--- src/rtl/mac_ktile_scheduler.sv ---
// Sequences one MAC over T K-dimension tiles: D = C_init + sum(A_t * B_t).
// Each partial D is fed back as the next C; one tile in flight at a time.
module mac_ktile_scheduler #(
   parameter int unsigned M          = 2,
   parameter int unsigned N          = 2,
   parameter int unsigned K          = 2,
   parameter int unsigned P          = 8,
   parameter int unsigned MAX_KTILES = 16,
   parameter int unsigned KT_W       = $clog2(MAX_KTILES + 1)
) (
   input  logic                clk_i,
   input  logic                rst_i,
   input  logic                cfg_valid_i,
   output logic                cfg_ready_o,
   input  logic [KT_W-1:0]     cfg_ktiles_i,
   input  logic                cfg_acc_init_i,
   input  logic [32*M*N-1:0]   c_init_i,
   input  logic [1:0]          cfg_halved_i,
   input  logic [3:0]          cfg_bitsize_a_i,
   input  logic [3:0]          cfg_bitsize_b_i,
   input  logic                tile_valid_i,
   output logic                tile_ready_o,
   input  logic [P*M*K-1:0]    tile_a_i,
   input  logic [P*K*N-1:0]    tile_b_i,
   output logic [P*M*K-1:0]    mac_a_o,
   output logic [P*K*N-1:0]    mac_b_o,
   output logic [32*M*N-1:0]   mac_c_o,
   output logic                mac_valid_o,
   input  logic                mac_ready_i,
   input  logic [32*M*N-1:0]   mac_d_i,
   input  logic                mac_valid_i,
   output logic                mac_ready_o,
   output logic [1:0]          mac_halved_o,
   output logic [3:0]          mac_bitsize_a_o,
   output logic [3:0]          mac_bitsize_b_o,
   output logic                res_valid_o,
   input  logic                res_ready_i,
   output logic [32*M*N-1:0]   res_d_o,
   output logic                busy_o,
   output logic [KT_W-1:0]     tile_cnt_o,
   output logic                err_o
);

   localparam int unsigned AW = P * M * K;
   localparam int unsigned BW = P * K * N;
   localparam int unsigned CW = 32 * M * N;

   typedef enum logic [1:0] {
      S_IDLE,
      S_ISSUE,
      S_WAIT,
      S_OUTPUT
   } state_t;

   state_t          state_q, state_d;
   logic [CW-1:0]   acc_q;
   logic [KT_W-1:0] cnt_q;
   logic [KT_W-1:0] kt_q;
   logic [1:0]      halved_q;
   logic [3:0]      bsa_q;
   logic [3:0]      bsb_q;
   logic            err_q;
   logic [AW-1:0]   a_q;
   logic [BW-1:0]   b_q;

   logic            cfg_fire;
   logic            issue_fire;
   logic            capture;
   logic            last_tile;
   logic [KT_W-1:0] cnt_inc;
   logic [KT_W-1:0] kt_clamped;

   assign cnt_inc    = cnt_q + KT_W'(1);
   assign last_tile  = (cnt_inc >= kt_q);
   assign kt_clamped = (cfg_ktiles_i > KT_W'(MAX_KTILES)) ? KT_W'(MAX_KTILES) : cfg_ktiles_i;

   always_comb begin
      state_d      = state_q;
      cfg_ready_o  = 1'b0;
      tile_ready_o = 1'b0;
      mac_valid_o  = 1'b0;
      mac_ready_o  = 1'b0;
      res_valid_o  = 1'b0;
      res_d_o      = '0;
      mac_a_o      = a_q;
      mac_b_o      = b_q;
      cfg_fire     = 1'b0;
      issue_fire   = 1'b0;
      capture      = 1'b0;
      case (state_q)
         S_IDLE: begin
            cfg_ready_o = 1'b1;
            cfg_fire    = cfg_valid_i;
            if (cfg_valid_i)
               state_d = (kt_clamped == '0) ? S_OUTPUT : S_ISSUE;
         end
         S_ISSUE: begin
            // Pass-through: a combinational MAC can answer in the issue cycle.
            mac_valid_o  = tile_valid_i;
            tile_ready_o = mac_ready_i;
            mac_a_o      = tile_a_i;
            mac_b_o      = tile_b_i;
            mac_ready_o  = 1'b1;
            issue_fire   = tile_valid_i && mac_ready_i;
            if (issue_fire) begin
               if (mac_valid_i) begin
                  capture = 1'b1;
                  state_d = last_tile ? S_OUTPUT : S_ISSUE;
               end else begin
                  state_d = S_WAIT;
               end
            end
         end
         S_WAIT: begin
            mac_ready_o = 1'b1;
            capture     = mac_valid_i;
            if (mac_valid_i)
               state_d = last_tile ? S_OUTPUT : S_ISSUE;
         end
         S_OUTPUT: begin
            res_valid_o = 1'b1;
            res_d_o     = acc_q;
            if (res_ready_i)
               state_d = S_IDLE;
         end
         default: state_d = S_IDLE;
      endcase
   end

   always_ff @(posedge clk_i) begin
      if (rst_i) begin
         state_q  <= S_IDLE;
         acc_q    <= '0;
         cnt_q    <= '0;
         kt_q     <= '0;
         halved_q <= '0;
         bsa_q    <= '0;
         bsb_q    <= '0;
         err_q    <= 1'b0;
         a_q      <= '0;
         b_q      <= '0;
      end else begin
         state_q <= state_d;
         if (cfg_fire) begin
            kt_q     <= kt_clamped;
            halved_q <= cfg_halved_i;
            bsa_q    <= cfg_bitsize_a_i;
            bsb_q    <= cfg_bitsize_b_i;
            acc_q    <= cfg_acc_init_i ? c_init_i : '0;
            cnt_q    <= '0;
         end
         if (issue_fire) begin
            a_q <= tile_a_i;
            b_q <= tile_b_i;
         end
         if (capture) begin
            acc_q <= mac_d_i;
            cnt_q <= cnt_inc;
         end
         if (mac_valid_i && (state_q == S_IDLE || state_q == S_OUTPUT))
            err_q <= 1'b1;
      end
   end

   assign mac_c_o         = acc_q;
   assign mac_halved_o    = halved_q;
   assign mac_bitsize_a_o = bsa_q;
   assign mac_bitsize_b_o = bsb_q;
   assign busy_o          = (state_q != S_IDLE);
   assign tile_cnt_o      = cnt_q;
   assign err_o           = err_q;

endmodule
--- config.mk ---
export PLATFORM = sky130hd
export DESIGN_NAME = mac_ktile_scheduler
export DESIGN_NICKNAME = d
export VERILOG_FILES = /design/src/rtl/mac_ktile_scheduler.sv
export SDC_FILE = /design/constraint.sdc
export NUM_CORES = 1
export LEC_CHECK = 0
export CAP_MARGIN = 20
export CORE_AREA = 5 5 266 268
export CTS_BUF_LIST = sky130_fd_sc_hd__clkbuf_8 sky130_fd_sc_hd__clkbuf_16
export CTS_CLUSTER_DIAMETER = 40
export DETAILED_ROUTE_END_ITERATION = 10
export DIE_AREA = 0 0 271 273
export PLACE_DENSITY = 0.47
export RECOVER_POWER = 100
export SKIP_CTS_REPAIR_TIMING = 1
export SYNTH_ARGS = -nofsm -noshare
export SYNTH_HDL_FRONTEND = slang
export SYNTH_SLANG_ARGS = --single-unit
--- constraint.sdc ---
create_clock -name clk_i -period 2.33 [get_ports clk_i]
set_input_delay 0.466 -clock clk_i [delete_from_list [all_inputs] [get_ports clk_i]]
set_output_delay 0.466 -clock clk_i [all_outputs]
set_load 0.01 [all_outputs]
==> flow_summary.ini <==
[worst_hold_path]
min_to = mac_c_o[60]
hold_start = cfg_acc_init_i
holdCritPathClass = in2reg
hold_depth = 4

[clock_tree]
cts_root_buf = clkbuf_16
htree_levels = 2
ctsLongestPathBuffers = 3
cts_made_buffers = 50
clock_sinks = 215
clkLatencyLatePin_ns = 0.57
cts_tree = done
clk_pin_slew_worst_paths_ns = 0.05

[floorplanning]
core_area_um2 = 68100
die_h_um = 273
row_count = 96
start_util_pct = 16.4
dieArea_um2 = 74000
ioPinCount = 685
die_width_um = 271

[critical_path]
crit_arrival_ns = 2.12
critPathMaxFanout = 6
path_class = reg2out
reg2reg_depth = 12
cp.required_ns = 1.86
cpPeakStageDelay_ns = 0.38
crit_slowest_cell = dfxtp_4
path_cells = inv_4, ha_4, buf_12, clkbuf_16, buf_8, buf_6, mux2_4, buf_6
critPathLaunchType = flip-flop
r2r_slack_ns = -0.03
crit-reg2reg-capture = mac_c_o[112]
r2r_start = state_q[1]
worst_setup_path_end_kind = output pin
timing.critical_path.mode_cell = buf_6

[power_and_ir_drop]
leakage_nw = 9.02
power.total_mw = 21.3
pwr-share-seq_pct = 22.8
clkPwrFrac_pct = 34.1
power_density_nw_per_um2 = 958
power_frac_comb_pct = 43.1
switching_power_mw = 7.10
internal_power_mw = 14.2
ir_drop_mv = 0.571
switching_share_pct = 33.3

[timing]
period_minus_slack_ns = 2.58
rsz0062_at_grt = yes
maxSlewViolCount = 0
setup_violations = 161
hold_violations = 0
skew_ns = 0.0154
post-route-period-util_pct = 111
max_slew_margin_pct = 60.3
finalWorstSetupSlack_ns = -0.253
fmax_mhz = 387
max_slew.worst_pin.slew_ns = 0.595
fin_tns_setup_ns = -18.48

[logic_synthesis]
yosys_warnings = 0
ys_seq_area_share_pct = 38.5
netlist_area_um2 = 11200
syn_nets = 1716
avgSynthCellArea_um2 = 8.20
synth_seq_cells = 215
postSynthCellCount = 1363
synth.distinct_cells = 37

[final_layout]
syn_to_final_growth_pct = 99.4
nFillCells = 7099
layout_commonest_cell = clkdlybuf4s50_1
layout_common_cells = clkdlybuf4s50_1 (485), nand2_1 (287), dfxtp_1 (213)
fin_nets = 2458
drive_above_1_share_pct = 27.0

[global_route]
grt_pass1_vias = 13300
overflow = 0
grt_use_total_pct = 15.1
grt_pass1_wl_um = 87500
antenna_found_initial = 8
grt_max_degree = 88

[drt]
via_per_inst = 4.32
vias = 13100
ant_nets = 0
drtIter0Drc = 767
dr.pass1.iters = 5
wl_um = 65600
wire_per_inst_um = 21.6
drc = 0

[place]
place_ws_ns = 0.0143
globalplace.congestion = 0.821
portBuffers = 684
dpl.hpwl_um = 45800

[flow_run]
maxCapViolations = 0

[status]
status = finished with violations
violations = setup timing
## power by group through the flow
| stage | combinational (mW) | clock (mW) | sequential (mW) |
|---|---|---|---|
| 5_1_grt | 9.77 | 7.68 | 4.94 |
| 3_5_place_dp | 7.42 | 0 | 4.91 |
| 2_1_floorplan | 3.37 | 0 | 4.87 |
| 6_report | 9.19 | 7.28 | 4.86 |
| 4_1_cts | 7.47 | 7.46 | 4.85 |
| 3_3_place_gp | 7.38 | 0 | 4.90 |
## logic make-up after synthesis
family                     after synthesis  synth area share (%)
muxes                                   64                  6.45
and+or+nand+nor                        700                  28.4
adders and majority gates               10                  1.12
AOI/OAI and AO/OA                      228                  19.0
DFF                                    215                  38.5
xor gates and xnor gates                 2                 0.157
buffers and inverters                  144                  6.34
## cell type report
| class | count | area, µm² | area share (%) |
|---|---|---|---|
| tap | 882 | 1100 | 4.95 |
| clock buffer | 62 | 1430 | 6.41 |
| timing repair buffer | 824 | 8600 | 38.6 |
| antenna | 4 | 10.0 | 0.0449 |
| inverter | 10 | 40.0 | 0.180 |
| multi-input combinational | 1004 | 6440 | 28.9 |
| sequential | 215 | 4310 | 19.4 |
| clock inverter | 30 | 342 | 1.53 |
## metal layers
layer / wire length, µm / GRT usage [%] / up-vias
met5: 23 / 0 / -
met3: 5900 / 5.88 / 91
met2: 32000 / 26.1 / 518
met4: 1660 / 4.27 / 4
li1: - / - / 6237
met1: 26000 / 17.3 / 6238
## synthesized netlist by cell type (all sizes together)
| master | instances | area (µm²) |
|---|---|---|
| nor3 | 1 | 5.00 |
| a211oi | 1 | 7.51 |
| a21oi | 86 | 430 |
| o211a | 1 | 10.0 |
| a41o | 2 | 20.0 |
| nand2 | 289 | 1080 |
| nand3b | 4 | 30.0 |
| nor2b | 3 | 18.8 |
| nand3 | 134 | 671 |
| dfxtp | 215 | 4300 |
| and3 | 1 | 11.3 |
| a311oi | 128 | 1570 |
| a21boi | 1 | 7.51 |
| o31ai | 1 | 7.51 |
| or4 | 1 | 7.51 |
| a31oi | 1 | 6.26 |
| nor4 | 1 | 6.26 |
| mux2 | 64 | 721 |
| buf | 56 | 378 |
| clkbuf | 78 | 293 |
| o211ai | 2 | 28.8 |
| nor2 | 131 | 492 |
| ha | 10 | 125 |
| a21o | 1 | 7.51 |
| o21ai | 2 | 10.0 |
| xnor2 | 2 | 17.5 |
| nand4 | 1 | 6.26 |
| nand2b | 3 | 18.8 |
| o221a | 1 | 11.3 |
| o32ai | 1 | 8.76 |
| inv | 10 | 37.5 |
| and2 | 131 | 820 |
## sequential cells by signal (all words and copies together) (netlist names)
name and flops:
kt_q 5, mac_bitsize_a_o 4, a_q 32, tile_cnt_o 5, mac_bitsize_b_o 4, err_o 1, state_q 2, b_q 32
mac_c_o 128, mac_halved_o 2
## worst max path at each step
stage,cells after the start,from,endpoint
after floorplan,6,state_q[1],mac_a_o[12]
after CTS,5,state_q[1],mac_b_o[19]
after detailed placement,5,state_q[1],mac_b_o[19]
final,8,state_q[1],mac_a_o[6]
after global routing,8,state_q[1],mac_a_o[6]
after global placement,5,state_q[1],mac_b_o[22]
## per-stage QoR
step	cell area, µm²	util [%]	instances	hold slack, ns
2_1_floorplan	11200	-	1363	0.432
3_3_place_gp	19300	28.3	2859	0.444
3_5_place_dp	19300	28.3	2859	0.448
4_1_cts	21000	30.9	2951	0.407
5_1_grt	22300	32.7	3031	0.435
6_report	22300	32.7	3031	0.451
## worst max-delay path, delay by kind of cell (launching register included)
family                   cells  cell delay, ns
multiplexers                 1            0.29
flip-flops                   1            0.38
adder cells (fa/ha/maj)      1            0.17
buffers and inverters        6            0.71
(Power assumes the default switching activity.)
